$ cat src/rtl/ovl_fire_collector_if.sv
// Bundle between an OVL fire collector and its environment: fire inputs, control and the
// head-of-queue event stream with its status counters.
interface ovl_fire_collector_if #(
  parameter int unsigned N_CHK = 4,
  parameter int unsigned DEPTH = 8,
  parameter int unsigned TS_W  = 16,
  parameter int unsigned CNT_W = 8
);
  localparam int unsigned CHK_W = (N_CHK > 1) ? $clog2(N_CHK) : 1;
  localparam int unsigned LVL_W = $clog2(DEPTH) + 1;

  logic                 enable;
  logic                 clear;
  logic [3*N_CHK-1:0]   fire_in;
  logic                 evt_ready;
  logic                 evt_valid;
  logic [CHK_W-1:0]     evt_chk;
  logic [2:0]           evt_fire;
  logic [TS_W-1:0]      evt_ts;
  logic [LVL_W-1:0]     fifo_level;
  logic [CNT_W-1:0]     evt_cnt;
  logic [CNT_W-1:0]     drop_cnt;
  logic                 overflow;

  modport master (
    output enable, clear, fire_in, evt_ready,
    input  evt_valid, evt_chk, evt_fire, evt_ts, fifo_level, evt_cnt, drop_cnt, overflow
  );

  modport slave (
    input  enable, clear, fire_in, evt_ready,
    output evt_valid, evt_chk, evt_fire, evt_ts, fifo_level, evt_cnt, drop_cnt, overflow
  );
endinterface

$ cat src/rtl/ovl_fire_collector.sv
// Collects OVL checker fire events into a timestamped FIFO, one winner per cycle (lowest index),
// counting accepted and lost events with saturating counters and a sticky overflow flag.
module ovl_fire_collector #(
  parameter int unsigned N_CHK = 4,
  parameter int unsigned DEPTH = 8,
  parameter int unsigned TS_W  = 16,
  parameter int unsigned CNT_W = 8
) (
  input logic                 clock,
  input logic                 reset,
  ovl_fire_collector_if.slave bus_io
);
  localparam int unsigned CHK_W = (N_CHK > 1) ? $clog2(N_CHK) : 1;
  localparam int unsigned AW    = $clog2(DEPTH);
  localparam int unsigned LVL_W = AW + 1;
  localparam int unsigned NUM_W = $clog2(N_CHK + 1);
  localparam int unsigned SUM_W = CNT_W + NUM_W;

  logic [TS_W-1:0]  ts_q;
  logic [AW-1:0]    wr_ptr_q, wr_ptr_d, rd_ptr_q, rd_ptr_d;
  logic [LVL_W-1:0] level_q, level_d;
  logic [CNT_W-1:0] evt_cnt_q, evt_cnt_d, drop_cnt_q, drop_cnt_d;
  logic             ovf_q, ovf_d;

  logic [CHK_W-1:0] mem_chk  [DEPTH];
  logic [2:0]       mem_fire [DEPTH];
  logic [TS_W-1:0]  mem_ts   [DEPTH];

  logic [N_CHK-1:0] fire_act;
  logic             any_fire;
  logic [CHK_W-1:0] win_idx;
  logic [2:0]       win_fire;
  logic [NUM_W-1:0] fire_num, drop_inc;
  logic [SUM_W-1:0] drop_sum;
  logic             full, pop, push, valid;

  // Firing decode and lowest-index priority select.
  always_comb begin
    fire_act = '0;
    fire_num = '0;
    win_idx  = '0;
    win_fire = '0;
    for (int i = 0; i < N_CHK; i++) begin
      fire_act[i] = bus_io.enable && (bus_io.fire_in[3*i +: 3] != 3'b000);
      fire_num    = fire_num + NUM_W'(fire_act[i]);
    end
    for (int i = N_CHK - 1; i >= 0; i--) begin
      if (fire_act[i]) begin
        win_idx  = CHK_W'(i);
        win_fire = bus_io.fire_in[3*i +: 3];
      end
    end
    any_fire = |fire_act;
  end

  assign valid = (level_q != '0);
  assign full  = (level_q == LVL_W'(DEPTH));
  assign pop   = valid && bus_io.evt_ready;
  assign push  = any_fire && (!full || pop);
  // Every firing checker is lost except a winner that actually made it into the FIFO.
  assign drop_inc = fire_num - NUM_W'(push);
  assign drop_sum = SUM_W'(drop_cnt_q) + SUM_W'(drop_inc);

  always_comb begin
    wr_ptr_d   = wr_ptr_q;
    rd_ptr_d   = rd_ptr_q;
    level_d    = level_q;
    evt_cnt_d  = evt_cnt_q;
    drop_cnt_d = drop_cnt_q;
    ovf_d      = ovf_q;
    if (bus_io.clear) begin
      wr_ptr_d   = '0;
      rd_ptr_d   = '0;
      level_d    = '0;
      evt_cnt_d  = '0;
      drop_cnt_d = '0;
      ovf_d      = 1'b0;
    end else begin
      wr_ptr_d = wr_ptr_q + AW'(push);
      rd_ptr_d = rd_ptr_q + AW'(pop);
      level_d  = level_q + LVL_W'(push) - LVL_W'(pop);
      if (push && (evt_cnt_q != {CNT_W{1'b1}})) begin
        evt_cnt_d = evt_cnt_q + CNT_W'(1);
      end
      if (drop_sum > SUM_W'({CNT_W{1'b1}})) begin
        drop_cnt_d = {CNT_W{1'b1}};
      end else begin
        drop_cnt_d = drop_sum[CNT_W-1:0];
      end
      if (drop_inc != '0) begin
        ovf_d = 1'b1;
      end
    end
  end

  always_ff @(posedge clock or posedge reset) begin
    if (reset) begin
      ts_q       <= '0;
      wr_ptr_q   <= '0;
      rd_ptr_q   <= '0;
      level_q    <= '0;
      evt_cnt_q  <= '0;
      drop_cnt_q <= '0;
      ovf_q      <= 1'b0;
    end else begin
      ts_q       <= ts_q + TS_W'(1);
      wr_ptr_q   <= wr_ptr_d;
      rd_ptr_q   <= rd_ptr_d;
      level_q    <= level_d;
      evt_cnt_q  <= evt_cnt_d;
      drop_cnt_q <= drop_cnt_d;
      ovf_q      <= ovf_d;
    end
  end

  // Storage needs no reset: pointers and level alone define which entries are live.
  always_ff @(posedge clock) begin
    if (push && !bus_io.clear) begin
      mem_chk[wr_ptr_q]  <= win_idx;
      mem_fire[wr_ptr_q] <= win_fire;
      mem_ts[wr_ptr_q]   <= ts_q;
    end
  end

  assign bus_io.evt_valid  = valid;
  assign bus_io.evt_chk    = valid ? mem_chk[rd_ptr_q]  : '0;
  assign bus_io.evt_fire   = valid ? mem_fire[rd_ptr_q] : '0;
  assign bus_io.evt_ts     = valid ? mem_ts[rd_ptr_q]   : '0;
  assign bus_io.fifo_level = level_q;
  assign bus_io.evt_cnt    = evt_cnt_q;
  assign bus_io.drop_cnt   = drop_cnt_q;
  assign bus_io.overflow   = ovf_q;
endmodule

$ cat src/flat_wrapper.sv
// flat-port wrapper written by rule: the top's interface ports become plain ports
module ovl_fire_collector_flat 
#(
  parameter int unsigned N_CHK = 4,
  parameter int unsigned DEPTH = 8,
  parameter int unsigned TS_W  = 16,
  parameter int unsigned CNT_W = 8
)
  (clock, reset, bus_io_enable, bus_io_clear, bus_io_fire_in, bus_io_evt_ready, bus_io_evt_valid, bus_io_evt_chk, bus_io_evt_fire, bus_io_evt_ts, bus_io_fifo_level, bus_io_evt_cnt, bus_io_drop_cnt, bus_io_overflow);
  ovl_fire_collector_if #(.N_CHK(N_CHK), .DEPTH(DEPTH), .TS_W(TS_W), .CNT_W(CNT_W)) bus_io_i ();
  input logic clock;
  input logic reset;
  input wire logic [$bits(bus_io_i.enable)-1:0] bus_io_enable;
  input wire logic [$bits(bus_io_i.clear)-1:0] bus_io_clear;
  input wire logic [$bits(bus_io_i.fire_in)-1:0] bus_io_fire_in;
  input wire logic [$bits(bus_io_i.evt_ready)-1:0] bus_io_evt_ready;
  output wire logic [$bits(bus_io_i.evt_valid)-1:0] bus_io_evt_valid;
  output wire logic [$bits(bus_io_i.evt_chk)-1:0] bus_io_evt_chk;
  output wire logic [$bits(bus_io_i.evt_fire)-1:0] bus_io_evt_fire;
  output wire logic [$bits(bus_io_i.evt_ts)-1:0] bus_io_evt_ts;
  output wire logic [$bits(bus_io_i.fifo_level)-1:0] bus_io_fifo_level;
  output wire logic [$bits(bus_io_i.evt_cnt)-1:0] bus_io_evt_cnt;
  output wire logic [$bits(bus_io_i.drop_cnt)-1:0] bus_io_drop_cnt;
  output wire logic [$bits(bus_io_i.overflow)-1:0] bus_io_overflow;
  assign bus_io_i.enable = bus_io_enable;
  assign bus_io_i.clear = bus_io_clear;
  assign bus_io_i.fire_in = bus_io_fire_in;
  assign bus_io_i.evt_ready = bus_io_evt_ready;
  assign bus_io_evt_valid = bus_io_i.evt_valid;
  assign bus_io_evt_chk = bus_io_i.evt_chk;
  assign bus_io_evt_fire = bus_io_i.evt_fire;
  assign bus_io_evt_ts = bus_io_i.evt_ts;
  assign bus_io_fifo_level = bus_io_i.fifo_level;
  assign bus_io_evt_cnt = bus_io_i.evt_cnt;
  assign bus_io_drop_cnt = bus_io_i.drop_cnt;
  assign bus_io_overflow = bus_io_i.overflow;
  ovl_fire_collector #(.N_CHK(N_CHK), .DEPTH(DEPTH), .TS_W(TS_W), .CNT_W(CNT_W)) u_core (.clock(clock), .reset(reset), .bus_io(bus_io_i));
endmodule
$ cat config.mk
export PLATFORM = sky130hd
export DESIGN_NAME = ovl_fire_collector_flat
export DESIGN_NICKNAME = d
export VERILOG_FILES = /design/src/rtl/ovl_fire_collector_if.sv /design/src/rtl/ovl_fire_collector.sv /design/src/flat_wrapper.sv
export SDC_FILE = /design/constraint.sdc
export NUM_CORES = 1
export LEC_CHECK = 0
export CAP_MARGIN = 10
export CORE_UTILIZATION = 55
export CTS_BUF_LIST = sky130_fd_sc_hd__clkbuf_8
export DETAILED_ROUTE_END_ITERATION = 10
export HOLD_SLACK_MARGIN = 0.15
export PLACE_DENSITY = 0.78
export SYNTH_ARGS = -nofsm -noshare
export SYNTH_HDL_FRONTEND = slang
export SYNTH_SLANG_ARGS = --single-unit
$ cat constraint.sdc
create_clock -name clock -period 3.6 [get_ports clock]
set_input_delay 0.72 -clock clock [delete_from_list [all_inputs] [get_ports clock]]
set_output_delay 0.72 -clock clock [all_outputs]
set_load 0.02 [all_outputs]
==> metrics.txt, run 1 <==
leak pwr=between 3 and 4 nW; post-synthesis cell count=~520; via count=between 4000 and 5000; first-pass GRT wire length=~28000 um; GR met2 Demand/Resource=0.388; Worst EP arrival=between 3000 and 4000 ps; DRT Pass-1 Iters=4; Mapped Nets=around 560; slowest library cell on the worst path=fa_2; Peak supply drop=~0.55 mV; total grt overflow=0; die area=roughly 17000 sq um; vias in the first global route=around 5300; H-tree depth=2; P per Cell Area=658 nW/um^2; synthesized flop and latch total=~210; crit path cell chain=buf_6 -> o31a_4 -> inv_4 -> ha_4 -> nor2b_4 -> a31oi_4 -> nand2_2 -> inv_2 -> ha_4 -> fa_2 -> fa_2 -> inv_2 -> fa_2 -> a21o_1 -> nand4_1 -> and3_4 -> nor3_2; Pins Over Slew Limit=0; dpl cells=between 800 and 900; global-route met1 utilization=0.293; clk buf depth=3; top post-synthesis cells by count=edfxtp_1, nor2_1, dfrtp_1, mux4_2, mux2i_1; latest clock arrival within the worst-skew pair=510 ps; Max Freq=between 0.2 and 0.3 GHz; worst-path maximum fanout=4; core area=~16000 sq um; largest net degree at the start of global routing=27; startpoint types=input pin; kind of critical path=in -> reg; hold_sp=u_core.bus_io.overflow$_DFFE_PP0P_; Tcrit/Tclk final=0.992; min Tclk post-route=around 3600 ps; met3 usage=0.0388; share of the synthesized area in the top cell type=0.566; Die Y=around 130 um; area leader, netlist=edfxtp_1; TritonCTS clock tree=yes; sw frac=0.303; n_diodes=0; Final Hold Fails=0; syn_area_per_cell=about 17 sq um; Port-buffer cells=59; Detailed Place HPWL=~11000 um; mapped cell area=8910 sq um; Post-synth EDFFs=between 150 and 200; WL final=~18000 um; Die W=129 um; status=finished clean; r2r startpoint=u_core.bus_io.fifo_level[2]$_DFF_PP0_; post-synth cell types=49; CTS sink cnt=~210; Root Driver=clkbuf_8; Max Cap Viol=0; combinational power share=0.313; top_reg_cell synth=edfxtp_1; CP endpoint kind=flop; Synth async-reset ratio=0.204; Clock Skew=about 30 ps; num rows=46; GPL Wtd Cong=between 0.8 and 0.9; Clock Pin Slew Worst Setup and Hold Paths=60 ps; sequential fraction of design power=0.418; IO Pins=60; Num CTS Buffers=34; cell family with most CP delay=adder cells; most frequent cell after synthesis=edfxtp_1; Worst Hold Class=reg -> reg; post-route core utilization=0.686; Layout area overhead=21.9%; worst slew pin tran=around 920 ps; Layout Cells excl Fill=884; Setup crit start=bus_io_fire_in[2]; Total GRT Usage=0.228; Vias/cell=approximately 5.6; largest stage delay on the critical path=550 ps; fin nets=683; Synth warnings=0; clock share of power=0.269; CP bufs+invs=4; final-report setup violation count=0; # DRC=0; largest cells by area after synthesis=edfxtp_1, dfrtp_1, mux4_2, ha_1, mux2i_1; WP data required=3980 ps; Initial Util=0.563; WHS=558 ps; post-route ant nets=0; Pwr Total=slightly above 7 mW; P_sw=approximately 2.2 mW; Worst path most repeated cell=fa_2; Internal=about 5 mW; DRT iter0 DRCs=between 300 and 400; initial antenna violation count=0; post-synthesis sequential area ratio=0.687; Fill cells=about 1000; wire per inst=20.2 um; share of cells above drive strength 1=0.271; Slew headroom=0.382; hold buffers post-CTS=0; GRT busiest layer=met2
[timing repair]
| item | CTS | global route |
|---|---|---|
| endpoints found under the setup margin | 8 | 8 |
| pin swaps | 9 | 14 |
| buffers inserted | 2 | 2 |
| resized for setup | 13 | 26 |
[power by group through the flow]
stage	registers, mW	clock network (mW)	logic, mW
after floorplan	3.04	0	1.38
final	2.99	1.92	2.24
after CTS	2.99	1.97	2.25
after detailed placement	3.03	0	2.22
after global placement	3.02	0	2.16
after global routing	3.01	2.06	2.42
[layout make-up]
cell class,count,area (sq um),share of cell area
timing repair buffer,109,1010,0.0932
inverter,18,70.1,0.00645
clock buffer,38,523,0.0481
multi-input combinational,270,2750,0.253
clock inverter,22,119,0.0109
sequential,211,6120,0.564
tap,216,270,0.0249
[flip-flops by register name, summed over array words and instances (netlist names), 3 cells and up]
register and flops:
u_core.wr_ptr_q 3, u_core.ts_q 16, u_core.mem_ts 128, u_core.bus_io.drop_cnt 8, u_core.mem_chk 16, u_core.mem_fire 24
u_core.bus_io.evt_cnt 8, u_core.rd_ptr_q 3, u_core.bus_io.fifo_level 4
[cells by family after synthesis]
kind of cell	synth area share
XOR/XNOR	0.0275
multiplexers	0.131
adder cells (fa/ha/maj)	0.0343
flip-flops	0.687
AO/OA/AOI/OAI	0.0226
buffers and inverters	0.0220
AND/OR/NAND/NOR	0.0758
[tightest hold or removal path, cell delays in order (launching register included)]
cell and delay, ps:
dfrtp_1 360, nor4_1 70, nor2_1 90
[layout by cell type (no fill, tap or decap), types with 3 or more instances in the layout]
cell	n
nand2b_1	3
nand2_1	8
clkbuf_8	38
edfxtp_1	168
mux2i_1	22
nor2b_1	10
buf_6	3
xnor2_1	17
a21oi_1	8
nor3_4	3
ha_4	3
a21o_1	5
nor4_1	3
xor2_1	11
nor2_2	4
nand4_1	7
nor4_2	3
mux4_2	42
dfrtp_1	42
buf_12	5
fa_2	3
nor2_1	49
clkdlybuf4s50_1	51
buf_4	44
nand3_1	9
ha_1	15
inv_1	30
a21oi_2	3
clkbuf_2	4
and3_1	6
[final timing paths]
path | to | cells past startpoint | slack [ps]
hold reg to reg | u_core.bus_io.overflow$_DFFE_PP0P_ | 2 | 560
setup reg to reg | u_core.bus_io.drop_cnt[5]$_DFF_PP0_ | 15 | 140
hold / removal | u_core.bus_io.overflow$_DFFE_PP0P_ | 2 | 560
setup / recovery | u_core.bus_io.drop_cnt[5]$_DFF_PP0_ | 17 | 30
min in group asynchronous | u_core.bus_io.drop_cnt[3]$_DFF_PP0_ | 2 | 600
max in group asynchronous | u_core.ts_q[11]$_DFF_PP0_ | 3 | 2230
[layer usage]
| metal | share of wire | wire (um) |
|---|---|---|
| met2 | 0.51 | 9170 |
| met3 | 0.065 | 1150 |
| met4 | 0.018 | 320 |
| met1 | 0.40 | 7210 |
| met5 | 0 | 0 |
[through the flow]
stage | TNS [ps] | setup WS (ps) | area [sq um]
3_5_place_dp | -6670 | -902 | 10200
3_3_place_gp | -5470 | -760 | 10200
5_1_grt | -77.1 | -54.0 | 10900
6_report | 0 | 27.4 | 10900
2_1_floorplan | -36080 | -550 | 8980
4_1_cts | 0 | 6.82 | 10800
Note: power is estimated with default switching activity, not from simulation.
==> run 2: changes to the inputs <==
--- a/config.mk
+++ b/config.mk
@@ -6,11 +6,11 @@
 export NUM_CORES = 1
 export LEC_CHECK = 0
 export CAP_MARGIN = 10
-export CORE_UTILIZATION = 55
+export CORE_UTILIZATION = 61
 export CTS_BUF_LIST = sky130_fd_sc_hd__clkbuf_8
 export DETAILED_ROUTE_END_ITERATION = 10
 export HOLD_SLACK_MARGIN = 0.15
-export PLACE_DENSITY = 0.78
+export PLACE_DENSITY = 0.82
 export SYNTH_ARGS = -nofsm -noshare
 export SYNTH_HDL_FRONTEND = slang
 export SYNTH_SLANG_ARGS = --single-unit
==> constraint.sdc (replaced) <==
create_clock -name clock -period 4.1 [get_ports clock]
set_input_delay 0.82 -clock clock [delete_from_list [all_inputs] [get_ports clock]]
set_output_delay 0.82 -clock clock [all_outputs]
set_load 0.02 [all_outputs]
==> run 2 against run 1 <==
  * Register-to-register slack improved by 490 ps
  * Die area decreased by 9.7%
  * Clock-buffer cell count increased by 1
  * Global-route usage increased by 2.5 points
  * Core utilization increased by 7.9 points
  * Critical path depth unchanged
  * Wire length decreased by 1.4%
  * Clock skew decreased by 18 ps
  * Sequential power decreased by 13%
  * Sequential share of layout area increased by 0.62 points
  * Via count increased by 1.4%
  * Cell count decreased by 4.8%
  * Highest routed layer unchanged
==> metrics.txt, run 2 (same netlist as run 1, synthesis figures left out) <==
multi-input logic area=between 2000 and 3000 sq um; Pwr Total=about 6.3 mW; min Tclk post-route=approximately 4000 ps; vias in the first global route=around 5400; DRT Pass-1 Iters=5; WHS=approximately 530 ps; commonest cells after routing, fill and taps aside=edfxtp_1, clkdlybuf4s50_1, nor2_1, mux4_2, dfrtp_1; core area=~14000 sq um; Die W=about 120 um; Fill cells=~780; fin nets=between 600 and 700; Clock Skew=12.2 ps; Slew headroom=0.343; IO Pins=60; Max Freq=0.250 GHz; kind of critical path=in -> reg; worst-path maximum fanout=3; total grt overflow=0; Tcrit/Tclk final=0.974; latest clock arrival within the worst-skew pair=around 500 ps; final worst slack=between 100 and 150 ps; Root Driver=clkbuf_8; GPL Wtd Cong=around 0.85; initial antenna violation count=0; Final Hold Fails=0; Die Y=~120 um; WL final=roughly 18000 um; TritonCTS clock tree=yes; final-report setup violation count=0; Layout Cells excl Fill=842; hold buffers post-CTS=0; Worst Hold Class=reg -> reg; post-route ant nets=0; Port-buffer cells=59; Total GRT Usage=0.252; Max Cap Viol=0; die area=roughly 15000 sq um; CP endpoint kind=flop; Post-Place Setup Slack=-539 ps; worst slew pin tran=between 900 and 1000 ps; WP data required=~4500 ps; Largest Register=u_core.mem_ts; largest net degree at the start of global routing=44; share of cells above drive strength 1=0.252; Reg area=approximately 6100 sq um; Initial Util=0.635; Vias/cell=5.95; Layout area overhead=20.6%; H-tree depth=2; num rows=between 40 and 50; startpoint types=input pin; P per Cell Area=roughly 590 nW/um^2; Peak supply drop=a little over 0.5 mV; via count=~5000; Worst EP arrival=4400 ps; status=finished clean; # DRC=0; DRT iter0 DRCs=approximately 370; wire per inst=between 20 and 25 um; CTS sink cnt=about 210; Largest register FFs=approximately 130; Num CTS Buffers=34; Pins Over Slew Limit=0; Detailed Place HPWL=around 11000 um; Clock Pin Slew Worst Setup and Hold Paths=about 60 ps; leak pwr=about 3.9 nW; n_diodes=0; first-pass GRT wire length=between 20000 and 30000 um; largest registers=u_core.mem_ts x128, u_core.mem_fire x24; commonest non-fill, non-tap cell in the layout=edfxtp_1; dpl cells=slightly below 800; clk buf depth=3
run 2: cell count changes in the layout (fill, tap and decap cells not counted), sizes merged:
cell           change
clkinv             +6
bufinv             +1
buf               -10
inv                -6
dlymetal6s2s       +2
clkinvlp           -1
clkbuf             -3
clkdlybuf4s50      +5
run 2: layout make-up:
cell class              count  share of cell area
flip-flops and latches    211               0.570
multi-input cells         270               0.251
repair buffers            102              0.0880
clock buffers              39              0.0500
well taps                 180              0.0210
clock inverters            22              0.0137
inverters                  18             0.00629
run 2: what timing repair did:
| action | CTS | global route |
|---|---|---|
| gates resized for setup | 1 | 8 |
| setup buffers | 0 | 1 |
| setup endpoints to repair | 1 | 2 |
| pin swaps | 0 | 2 |
run 2: power breakdown:
| part | internal (mW) | total, mW | switching (mW) |
|---|---|---|---|
| Combinational | 0.941 | 1.94 | 0.998 |
| Clock | 0.999 | 1.78 | 0.781 |
| Sequential | 2.50 | 2.60 | 0.104 |
run 2: critical path, cell delays in order:
cell and delay, ps:
clkdlybuf4s50_1 440, o31a_4 290, inv_1 70, ha_2 190, nor2b_4 160, a31oi_4 40
nand2_2 90, inv_2 50, ha_4 210, fa_2 350, fa_2 520, inv_1 90
ha_1 300, a21o_1 170, a21oi_2 160, and3b_2 250, a211oi_2 190
run 2: routing by layer:
layer / routed length [um] / global-route usage / vias up
met3: 980 / 0.0483 / 31
met4: 342 / 0.0938 / 0
met5: 0 / 0 / -
met1: 7210 / 0.328 / 2548
met2: 9070 / 0.426 / 208
li1: - / - / 2224
run 2: worst paths after layout:
path / startpoint / end / slack, ps / cells past startpoint
max: bus_io_fire_in[2] / u_core.bus_io.drop_cnt[7]$_DFF_PP0_ / 110 / 17
min: u_core.bus_io.overflow$_DFFE_PP0P_ / u_core.bus_io.overflow$_DFFE_PP0P_ / 530 / 2
max reg2reg: u_core.bus_io.fifo_level[2]$_DFF_PP0_ / u_core.bus_io.drop_cnt[7]$_DFF_PP0_ / 630 / 15
min reg2reg: u_core.bus_io.overflow$_DFFE_PP0P_ / u_core.bus_io.overflow$_DFFE_PP0P_ / 530 / 2
max in group asynchronous: reset / u_core.rd_ptr_q[0]$_DFF_PP0_ / 2560 / 2
min in group asynchronous: reset / u_core.bus_io.drop_cnt[5]$_DFF_PP0_ / 870 / 2
run 2: stage by stage:
step	area, sq um	util	TNS (ps)
finish	10700	0.765	0
global placement	10000	0.713	-2100
floorplan	8950	-	-12180
CTS	10700	0.762	0
global route	10700	0.765	-16.6
detailed placement	10000	0.713	-3130
==> run 3: changes to the inputs <==
--- a/config.mk
+++ b/config.mk
@@ -10,7 +10,7 @@
 export CTS_BUF_LIST = sky130_fd_sc_hd__clkbuf_8
 export DETAILED_ROUTE_END_ITERATION = 10
 export HOLD_SLACK_MARGIN = 0.15
-export PLACE_DENSITY = 0.82
+export PLACE_DENSITY = 0.84
 export SYNTH_ARGS = -nofsm -noshare
 export SYNTH_HDL_FRONTEND = slang
 export SYNTH_SLANG_ARGS = --single-unit
==> run 3 against run 2 <==
  * Worst setup slack better by 6.9 ps
  * Non-clock buffer count increased by 1
  * Cell area fell by 0.17%
  * First-iteration DRC count down 15%
  * Register-to-register slack improved by 90 ps
  * Worst hold slack improved by 27 ps
  * Cell count increased by 0.12%
  * Die area unchanged
  * Wire length rose by 0.94%
  * Highest routed layer unchanged
  * Core utilization shrank 0.13 points
  * Clock power decreased by 3%
==> metrics.txt, run 3 (same netlist as run 1, synthesis figures left out) <==
initial antenna violation count=0; Detailed Place HPWL=~11000 um; dpl cells=about 800; via count=between 4000 and 5000; CTS sink cnt=around 210; core area=between 10000 and 15000 sq um; WL final=between 15000 and 20000 um; Pins Over Slew Limit=0; P per Cell Area=around 600 nW/um^2; vias in the first global route=between 5000 and 6000; Initial Util=0.635; Tcrit/Tclk final=0.972; commonest cells after routing, fill and taps aside=edfxtp_1, clkdlybuf4s50_1, nor2_1, buf_4; Peak supply drop=about 0.43 mV; Total GRT Usage=0.251; GPL Wtd Cong=~0.87; WP data required=roughly 4500 ps; Largest register FFs=128; H-tree depth=2; worst-path maximum fanout=4; Die Y=123 um; Largest Register=u_core.mem_ts; startpoint types=input pin; # DRC=0; Root Driver=clkbuf_8; Port-buffer cells=roughly 60; clk buf depth=3; min Tclk post-route=about 4000 ps; final worst slack=113 ps; Clock Pin Slew Worst Setup and Hold Paths=~60 ps; CP endpoint kind=flop; share of cells above drive strength 1=0.256; worst slew pin tran=between 800 and 900 ps; largest registers=u_core.mem_ts x128, u_core.mem_fire x24; Slew headroom=0.443; largest net degree at the start of global routing=44; total grt overflow=0; Worst Hold Class=reg -> reg; die area=roughly 15000 sq um; Final Hold Fails=0; Vias/cell=between 5 and 6; DRT iter0 DRCs=around 320; WHS Path Cells=2; status=finished clean; Max Cap Viol=0; TritonCTS clock tree=yes; n_diodes=0; fin nets=677; Post-Place Setup Slack=-505 ps; Num CTS Buffers=34; Worst R2R Path Depth=16; Clock Skew=between 10 and 15 ps; kind of critical path=in -> reg; latest clock arrival within the worst-skew pair=roughly 520 ps; leak pwr=between 3 and 4 nW; first-pass GRT wire length=around 27000 um; post-route ant nets=0; commonest non-fill, non-tap cell in the layout=edfxtp_1; wire per inst=about 21 um; Layout Cells excl Fill=about 840; hold buffers post-CTS=0; Die W=123 um; Max Freq=between 0.2 and 0.3 GHz; DRT Pass-1 Iters=4; IO Pins=60; final-report setup violation count=0; Worst EP arrival=about 4400 ps; num rows=43; Layout area overhead=20.4%
==> run 3: where the power goes <==
group          switching, mW  internal, mW
clock                  0.793         0.938
combinational          0.967         0.942
sequential             0.145          2.50
total                   1.90          4.38
==> run 3: worst max-delay path, stage by stage <==
cell             delay [ps]
clkdlybuf4s50_1         470
o31ai_4                 370
ha_4                    200
nor2b_4                 150
a31oi_4                  40
nand2_2                 100
inv_2                    50
ha_4                    210
fa_2                    350
fa_2                    530
inv_2                    50
ha_1                    260
a21o_1                  160
a21oi_2                 180
buf_4                   150
xor2_2                  160
a21oi_2                  80
==> run 3: final timing paths <==
kind	from	end	slack (ps)
max reg2reg	u_core.bus_io.fifo_level[2]$_DFF_PP0_	u_core.bus_io.drop_cnt[3]$_DFF_PP0_	720
min	u_core.bus_io.overflow$_DFFE_PP0P_	u_core.bus_io.overflow$_DFFE_PP0P_	560
min reg2reg	u_core.bus_io.overflow$_DFFE_PP0P_	u_core.bus_io.overflow$_DFFE_PP0P_	560
max	bus_io_fire_in[5]	u_core.bus_io.drop_cnt[3]$_DFF_PP0_	110
min in group asynchronous	reset	u_core.bus_io.drop_cnt[2]$_DFF_PP0_	790
max in group asynchronous	reset	u_core.rd_ptr_q[0]$_DFF_PP0_	2880
==> run 3: per-layer routing <==
metal,vias up,wire [um],share of wire,GRT usage
li1,2226,-,-,-
met1,2505,6900,0.39,0.307
met2,177,9470,0.53,0.438
met3,38,983,0.055,0.0558
met4,0,410,0.023,0.0930
met5,-,0,0,0
==> run 3: timing repair <==
item                       CTS  global route
setup endpoints to repair    0             5
buffers inserted             0             1
resized for setup            0            10
==> run 3: final cells by class <==
cell class | instances | area [sq um]
Sequential cell | 211 | 6120
Fill cell | 782 | 3320
Multi-Input combinational cell | 270 | 2710
Timing Repair Buffer | 103 | 941
Clock buffer | 39 | 537
Tap cell | 180 | 225
Clock inverter | 22 | 126
Inverter | 18 | 67.6
==> run 3: metrics by stage <==
step	util	hold slack (ps)	power, mW	cell area [sq um]	TNS [ps]
global route	0.764	588	6.58	10700	-17.1
floorplan	-	531	3.87	8950	-12180
CTS	0.760	551	6.31	10700	0
detailed placement	0.713	522	4.57	10000	-3170
finish	0.764	558	6.28	10700	0
global placement	0.713	532	4.50	10000	-2410
